`src/rtl/ex_muldiv_if.sv`:
```
// ex_muldiv_if: EX-stage mul/div request, MTHI/MTLO write and HI/LO result bundle.
interface ex_muldiv_if;
    logic        flush;
    logic        start;
    logic [1:0]  op;
    logic [31:0] src_a;
    logic [31:0] src_b;
    logic        hi_we;
    logic        lo_we;
    logic [31:0] hilo_wdata;
    logic        stallreq;
    logic        busy;
    logic        done;
    logic [31:0] hi;
    logic [31:0] lo;
    modport master (output flush, start, op, src_a, src_b, hi_we, lo_we, hilo_wdata,
                    input  stallreq, busy, done, hi, lo);
    modport slave  (input  flush, start, op, src_a, src_b, hi_we, lo_we, hilo_wdata,
                    output stallreq, busy, done, hi, lo);
endinterface

```
`src/rtl/ex_muldiv.sv`:
```
// ex_muldiv: iterative MULT/MULTU/DIV/DIVU unit with HI/LO registers.
// Define MULDIV_FAST_MUL_EN for a single-cycle combinational multiplier.
module ex_muldiv (
    input logic         clk,
    input logic         rst,
    ex_muldiv_if.slave  bus
);
    typedef enum logic [1:0] {IDLE, CALC, DONE} state_t;
    state_t      state, state_nx;
    logic        div_q, neg_q, rneg_q;
    logic [31:0] a_q, b_q, raw_a;
    logic [4:0]  cnt;
    logic [63:0] acc, acc_nx, prod;
    logic [32:0] sum, rem_sh, diff;
    logic [31:0] quo, rem, mag_a, mag_b;
    logic        sx, go, fin, fast;
    assign sx     = ~bus.op[0];
    assign mag_a  = (sx & bus.src_a[31]) ? -bus.src_a : bus.src_a;
    assign mag_b  = (sx & bus.src_b[31]) ? -bus.src_b : bus.src_b;
    assign go     = state == IDLE && bus.start && !bus.flush;
    assign fin    = state == CALC && cnt == 5'd31 && !bus.flush;
`ifdef MULDIV_FAST_MUL_EN
    logic [63:0] fast_p;
    assign fast   = go & ~bus.op[1];
    // Sign-extended 64-bit product truncated to 64 bits gives the signed result too
    assign fast_p = {{32{sx & bus.src_a[31]}}, bus.src_a} * {{32{sx & bus.src_b[31]}}, bus.src_b};
`else
    assign fast   = 1'b0;
`endif
    // Multiply: acc = {partial, multiplier}; divide: acc = {remainder, dividend/quotient}
    assign sum    = {1'b0, acc[63:32]} + (acc[0] ? {1'b0, a_q} : 33'd0);
    assign rem_sh = acc[63:31];
    assign diff   = rem_sh - {1'b0, b_q};
    assign acc_nx = div_q ? {diff[32] ? rem_sh[31:0] : diff[31:0], acc[30:0], ~diff[32]}
                          : {sum, acc[31:1]};
    assign prod   = neg_q ? -acc_nx : acc_nx;
    assign quo    = neg_q ? -acc_nx[31:0] : acc_nx[31:0];
    assign rem    = rneg_q ? -acc_nx[63:32] : acc_nx[63:32];
    always_comb begin
        state_nx = bus.flush ? IDLE
                 : state == IDLE ? (bus.start ? (fast ? DONE : CALC) : IDLE)
                 : state == CALC ? (cnt == 5'd31 ? DONE : CALC)
                 : IDLE;
    end
    assign bus.stallreq = rst && ((state == IDLE && bus.start && !bus.flush) || state == CALC);
    assign bus.busy     = state != IDLE;
    assign bus.done     = state == DONE && !bus.flush;
    always_ff @(posedge clk or negedge rst) begin
        if (!rst) begin
            state  <= IDLE;
            cnt    <= '0;
            acc    <= '0;
            a_q    <= '0;
            b_q    <= '0;
            raw_a  <= '0;
            div_q  <= 1'b0;
            neg_q  <= 1'b0;
            rneg_q <= 1'b0;
            bus.hi <= '0;
            bus.lo <= '0;
        end else begin
            state <= state_nx;
            cnt   <= (state == CALC && !bus.flush) ? cnt + 5'd1 : 5'd0;
            if (go) begin
                div_q  <= bus.op[1];
                a_q    <= mag_a;
                b_q    <= mag_b;
                raw_a  <= bus.src_a;
                neg_q  <= sx & (bus.src_a[31] ^ bus.src_b[31]);
                rneg_q <= sx & bus.src_a[31];
                acc    <= {32'd0, bus.op[1] ? mag_a : mag_b};
            end else if (state == CALC) begin
                acc <= acc_nx;
            end
            if (fin) begin
                bus.hi <= !div_q ? prod[63:32] : b_q == 32'd0 ? raw_a : rem;
                bus.lo <= !div_q ? prod[31:0] : b_q == 32'd0 ? 32'hFFFF_FFFF : quo;
            end
`ifdef MULDIV_FAST_MUL_EN
            else if (fast) begin
                bus.hi <= fast_p[63:32];
                bus.lo <= fast_p[31:0];
            end
`endif
            else if (state == IDLE && !bus.start && !bus.flush) begin
                if (bus.hi_we) bus.hi <= bus.hilo_wdata;
                if (bus.lo_we) bus.lo <= bus.hilo_wdata;
            end
        end
    end
endmodule

```
`src/flat_wrapper.sv`:
```
// flat-port wrapper written by rule: the top's interface ports become plain ports
module ex_muldiv_flat 
  (clk, rst, bus_flush, bus_start, bus_op, bus_src_a, bus_src_b, bus_hi_we, bus_lo_we, bus_hilo_wdata, bus_stallreq, bus_busy, bus_done, bus_hi, bus_lo);
  ex_muldiv_if bus_i ();
  input logic clk;
  input logic rst;
  input wire logic [$bits(bus_i.flush)-1:0] bus_flush;
  input wire logic [$bits(bus_i.start)-1:0] bus_start;
  input wire logic [$bits(bus_i.op)-1:0] bus_op;
  input wire logic [$bits(bus_i.src_a)-1:0] bus_src_a;
  input wire logic [$bits(bus_i.src_b)-1:0] bus_src_b;
  input wire logic [$bits(bus_i.hi_we)-1:0] bus_hi_we;
  input wire logic [$bits(bus_i.lo_we)-1:0] bus_lo_we;
  input wire logic [$bits(bus_i.hilo_wdata)-1:0] bus_hilo_wdata;
  output wire logic [$bits(bus_i.stallreq)-1:0] bus_stallreq;
  output wire logic [$bits(bus_i.busy)-1:0] bus_busy;
  output wire logic [$bits(bus_i.done)-1:0] bus_done;
  output wire logic [$bits(bus_i.hi)-1:0] bus_hi;
  output wire logic [$bits(bus_i.lo)-1:0] bus_lo;
  assign bus_i.flush = bus_flush;
  assign bus_i.start = bus_start;
  assign bus_i.op = bus_op;
  assign bus_i.src_a = bus_src_a;
  assign bus_i.src_b = bus_src_b;
  assign bus_i.hi_we = bus_hi_we;
  assign bus_i.lo_we = bus_lo_we;
  assign bus_i.hilo_wdata = bus_hilo_wdata;
  assign bus_stallreq = bus_i.stallreq;
  assign bus_busy = bus_i.busy;
  assign bus_done = bus_i.done;
  assign bus_hi = bus_i.hi;
  assign bus_lo = bus_i.lo;
  ex_muldiv u_core (.clk(clk), .rst(rst), .bus(bus_i));
endmodule
```
`config.mk`:
```
export PLATFORM = sky130hd
export DESIGN_NAME = ex_muldiv_flat
export DESIGN_NICKNAME = d
export VERILOG_FILES = /design/src/rtl/ex_muldiv_if.sv /design/src/rtl/ex_muldiv.sv /design/src/flat_wrapper.sv
export SDC_FILE = /design/constraint.sdc
export NUM_CORES = 1
export LEC_CHECK = 0
export ABC_CLOCK_PERIOD_IN_PS = 4700
export CORE_AREA = 3 3 159 238
export CTS_CLUSTER_DIAMETER = 150
export DETAILED_ROUTE_END_ITERATION = 12
export DIE_AREA = 0 0 162 241
export GPL_ROUTABILITY_DRIVEN = 0
export HOLD_SLACK_MARGIN = 0.06
export PLACE_DENSITY = 0.85
export SYNTH_ARGS = -nofsm -noshare
export SYNTH_HDL_FRONTEND = slang
export SYNTH_SLANG_ARGS = --single-unit
```
`constraint.sdc`:
```
create_clock -name clk -period 4.7 [get_ports clk]
set_input_delay 0.94 -clock clk [delete_from_list [all_inputs] [get_ports clk]]
set_output_delay 0.94 -clock clk [all_outputs]
set_load 0.1 [all_outputs]
```
==> impl_metrics.py, run 1 <==
metrics = {
    "floorplanning": {
        "die_h_um": 241,
        "core.rowCount": 85,
        "start_util_pct": 53.6,
        "die_w_um": 162,
        "num_io_pins": 171,
    },
    "yosys": {
        "synth_nets": 2655,
        "ys_seq_area_share_pct": 30.3,
        "synth_area_per_cell_um2": 7.77,
        "synthCells": 2479,
        "yosysUniqueCellTypes": 94,
        "ys_ff_latch": 233,
        "ys.warnings.count": 0,
        "synth_edf_count": 0,
        "async_flop_share_pct": 100,
        "ys.flop_type": "dfrtp_1",
        "synthesis.area_um2": 19300,
    },
    "cts": {
        "clock-root-buffer": "clkbuf_16",
        "cts.sinks": 233,
        "cts_buffer_depth": 3,
        "cts_max_level": 1,
        "cts_buffers": 24,
    },
    "run_status": {
        "error_line": "[ERROR GRT-0232] Routing congestion too high. Check the congestion heatmap in the GUI.",
        "status": "did not finish",
        "haltStage": "5_1_grt",
    },
    "placement": {
        "dp_cells": 3256,
        "dp_hpwl_mm": 65.9,
        "port_buffers": 170,
    },
    "global_routing": {
        "grt_remaining_overflow": 4,
        "gr-usage-all-layers_pct": 52.3,
        "grt_max_degree": 111,
    },
    "timing": {
        "worstEpCategory": "sequential cell input",
        "worstEndpointGrtRepair": "u_core.bus.hi[20]$_DFFE_PN0P_/D",
    },
}
## stage by stage
step	hold WS [ns]	utilization (%)	setup slack (ns)	cell area [um^2]
detailed placement	0.466	64.5	-0.398	23200
global placement	0.453	64.5	-0.442	23200
CTS	0.381	67.4	-0.0432	24200
floorplan	0.438	-	0.00524	19300
## cell usage after synthesis, drive strengths merged (8+ instances only)
master | n | area [um^2]
a2111oi | 8 | 88.8
a211oi | 25 | 193
a21o | 22 | 165
a21oi | 152 | 787
a22oi | 20 | 150
a31o | 8 | 70.1
a31oi | 32 | 200
a32oi | 14 | 123
and2 | 51 | 319
and3 | 14 | 87.6
buf | 38 | 188
clkbuf | 110 | 413
dfrtp | 233 | 5830
ha | 70 | 876
inv | 60 | 225
mux2 | 22 | 248
mux2i | 85 | 851
nand2 | 440 | 1650
nand2b | 22 | 138
nand3 | 84 | 430
nand4 | 26 | 163
nor2 | 173 | 652
nor2b | 22 | 138
nor3 | 68 | 345
nor3b | 8 | 60.1
nor4 | 38 | 272
o211ai | 31 | 243
o21a | 15 | 113
o21ai | 236 | 1210
o221ai | 14 | 123
o311ai | 8 | 70.1
o31ai | 27 | 213
o41ai | 8 | 70.1
or2 | 8 | 50.1
or3 | 23 | 144
or4 | 12 | 97.6
xnor2 | 115 | 1010
xor2 | 59 | 517
## cell families after synthesis
group	synth area share (%)
adder cells (fa/ha/maj)	4.76
XOR/XNOR	7.92
AO/OA/AOI/OAI	22.8
buffers and inverters	4.33
flip-flops	30.3
multiplexers	5.71
AND/OR/NAND/NOR	24.2
## layer usage
layer	track usage, %	GRT overflow
met5	11.8	1
met4	49.2	1
met3	31.6	2
met2	72.7	0
met1	52.9	0
## repair_timing
item,in CTS
resized for setup,33
buffers inserted,13
hold endpoints to repair,0
pin swaps,19
hold buffers,0
endpoints found under the setup margin,23
==> run 2: changes to the inputs <==
- ABC_CLOCK_PERIOD_IN_PS: 4700 -> 6110
- CORE_AREA: 3 3 159 238 -> 3 3 224 226
- CTS_CLUSTER_DIAMETER: 150 -> not set
- DIE_AREA: 0 0 162 241 -> 0 0 227 229
- HOLD_SLACK_MARGIN: 0.06 -> not set
- PLACE_DENSITY: 0.85 -> not set
- PLACE_DENSITY_LB_ADDON: not set -> 0.15
- clock period: 4.7 -> 6.11 ns (I/O delays scaled with it)
==> impl_metrics.py, run 2 <==
metrics = {
    "cells_and_area": {
        "regMostFlops": "u_core.acc",
        "fillers": 4865,
        "drive_above_1_share_pct": 6.53,
        "multi_input_area_um2": 12600,
        "final_cell_mix": "437 x nand2_1, 232 x dfrtp_1, 227 x o21ai_0, 171 x nor2_1, 167 x clkdlybuf4s50_1",
        "final_common_cell": "nand2_1",
        "regArea_um2": 5830,
        "design_area_um2": 22400,
        "area_growth_syn_to_layout_pct": 16.5,
        "final_nets": 2759,
        "largest_register_ffs": 64,
    },
    "cts": {
        "clock-root-buffer": "clkbuf_16",
        "post_cts_resized": 0,
        "cts_buffer_depth": 3,
        "cts_buffers": 28,
        "path_clk_slew_ns": 0.07,
        "cts.sinks": 233,
        "cts_hold_buf": 0,
        "worstSkewPairLatency_ns": 0.59,
        "post-cts-setup-buffers": 0,
        "cts_tree": "done",
        "cts_max_level": 1,
    },
    "setup_path": {
        "critical_path_required_ns": 6.60,
        "criticalPathCategory": "reg2reg",
        "slowest_delay_ns": 0.51,
        "worstPathCellList": "inv_1 > ha_1 > fa_1 > nand2b_1 > a211oi_2 > nor2_1 > o21ai_4 > nand2_1 > a21oi_4 > nor3_1 > a21oi_1 > ha_1 > o211ai_1 > nor4_1 > nand3_1 > buf_4 > nor4_1 > nand2_1 > or4_1 > o21ai_0 > mux2i_1 > o21ai_0 > a21o_1",
        "critPathMaxFanout": 5,
        "critPathSlowestCell": "or4_1",
        "critPathLaunchType": "flip-flop",
        "cp-end-kind": "flip-flop",
        "arrival_ns": 6.19,
    },
    "global_routing": {
        "grt_remaining_overflow": 0,
        "first_global_vias": 19100,
        "antenna_found_initial": 4,
        "gr-usage-all-layers_pct": 31.2,
        "grt_max_degree": 125,
        "grt_pass1_wl_mm": 123,
    },
    "routing": {
        "via_count": 20100,
        "drc": 0,
        "firstDrtPassIters": 6,
        "routedWlPerCell_um": 25.6,
        "drt-vias-per-instance": 6.22,
        "drt_iter0_drc": 2289,
        "routed_wl_mm": 82.7,
        "antenna_left": 0,
    },
    "floorplanning": {
        "num_io_pins": 171,
        "die_area_um2": 52000,
        "die_h_um": 229,
        "core_um2": 48500,
        "die_w_um": 227,
        "start_util_pct": 39.7,
        "core.rowCount": 81,
    },
    "yosys": {
        "ys_ff_latch": 233,
        "synthesis.area_um2": 19300,
        "synth_top_area_share_pct": 30.3,
        "yosys-top-cells-count": "439 x nand2_1, 233 x dfrtp_1, 227 x o21ai_0",
        "synth_area_leaders": "dfrtp_1 30%, nand2_1 8.6%, o21ai_0 5.9%, xnor2_1 5.2%, ha_1 4.5%",
        "ys.warnings.count": 0,
        "synth_nets": 2655,
        "netlist.top_cell.by_area": "dfrtp_1",
        "async_flop_share_pct": 100,
        "synthCells": 2479,
        "ys_seq_area_share_pct": 30.3,
        "yosysMostFrequentCell": "nand2_1",
        "yosysUniqueCellTypes": 94,
        "synth_edf_count": 0,
        "synth_area_per_cell_um2": 7.77,
        "ys.flop_type": "dfrtp_1",
    },
    "timing": {
        "relSlewSlack_pct": 6.80,
        "setup_viol": 0,
        "max_freq_mhz": 175,
        "tightestPinTransition_ns": 1.39,
        "finalSetupTns_ns": 0,
        "finalCritPeriodShare_pct": 93.4,
        "slew_viol_final": 0,
        "clock_skew_ns": 0.0427,
        "layout_min_cycle_time_ns": 5.70,
        "hold_viol_final": 0,
        "rsz0062_at_grt": "no",
    },
    "placement": {
        "dp_hpwl_mm": 65.0,
        "placed_area_um2": 21600,
        "port_buffers": 170,
    },
    "run_status": {
        "status": "completed",
    },
    "job": {
        "drv_cap": 0,
    },
    "pwr": {
        "ir_worst_vdd_v": 0.000270,
        "power_per_cell_area_nw_per_um2": 530,
        "p_leak_nw": 9.38,
    },
    "min_path": {
        "hp-class": "reg2reg",
    },
}
## run 2: kinds of logic (layout without fill, tap and decap cells)
group	count (synthesis)	count (layout)	synth area share, %
AND/OR/NAND/NOR	1000	1000	24.2
AO/OA/AOI/OAI	683	683	22.8
flip-flops	233	233	30.3
buffers and inverters	210	333	4.33
XOR/XNOR	174	174	7.92
multiplexers	107	107	5.71
adder cells (fa/ha/maj)	72	72	4.76
other	0	1	0
## run 2: critical path: cells and delay by family (launching register included)
kind	cells	cell delay, ns
muxes	1	0.20
DFF	1	0.34
buffers and inverters	2	0.26
adders and majority gates	3	0.85
AOI/OAI and AO/OA	8	1.69
and+or+nand+nor	9	2.31
## run 2: worst paths after layout
| kind | start | endpoint | slack [ns] | depth (start not counted) |
|---|---|---|---|---|
| max | u_core.acc[31] | u_core.bus.hi[12] | 0.41 | 23 |
| min | u_core.cnt[0] | u_core.cnt[0] | 0.47 | 1 |
| max reg2reg | u_core.acc[31] | u_core.bus.hi[12] | 0.41 | 23 |
| min reg2reg | u_core.cnt[0] | u_core.cnt[0] | 0.47 | 1 |
| max in group asynchronous | rst | u_core.div_q | 3.54 | 3 |
| min in group asynchronous | rst | u_core.bus.hi[23] | 0.50 | 1 |
## run 2: layer usage
metal	track usage, %	routed length [um]	vias up
li1	-	-	9130
met2	48.8	37100	931
met1	42.1	34300	9795
met3	5.05	6470	190
met4	15.0	4800	4
met5	0	15	-
## run 2: through the flow
stage | total power, W | setup WS (ns) | hold slack [ns] | utilization (%) | std cells
6_report | 0.0119 | 0.405 | 0.473 | 46.2 | 3225
5_1_grt | 0.0125 | 0.00575 | 0.495 | 46.2 | 3224
4_1_cts | 0.0117 | 0.551 | 0.480 | 46.2 | 3224
3_5_place_dp | 0.0101 | 0.531 | 0.466 | 44.4 | 3175
3_3_place_gp | 0.0100 | 0.592 | 0.455 | 44.4 | 3175
2_1_floorplan | 0.00759 | 1.06 | 0.438 | - | 2479
## run 2: layout make-up
cell class	instances	area share (%)
Clock inverter	10	0.385
Antenna cell	1	0.0112
Timing Repair Buffer	222	9.37
Inverter	62	1.04
Tap cell	622	3.47
Sequential cell	233	26.0
Clock buffer	39	3.44
Multi-Input combinational cell	2036	56.3
## run 2: power by group
group	internal [W]	switching (W)	leakage, nW
combinational	0.00254	0.00523	6.05
clock	0.000918	0.000712	0.428
sequential	0.00195	0.000542	2.90
total	0.00541	0.00648	9.38
(Power assumes the default switching activity.)
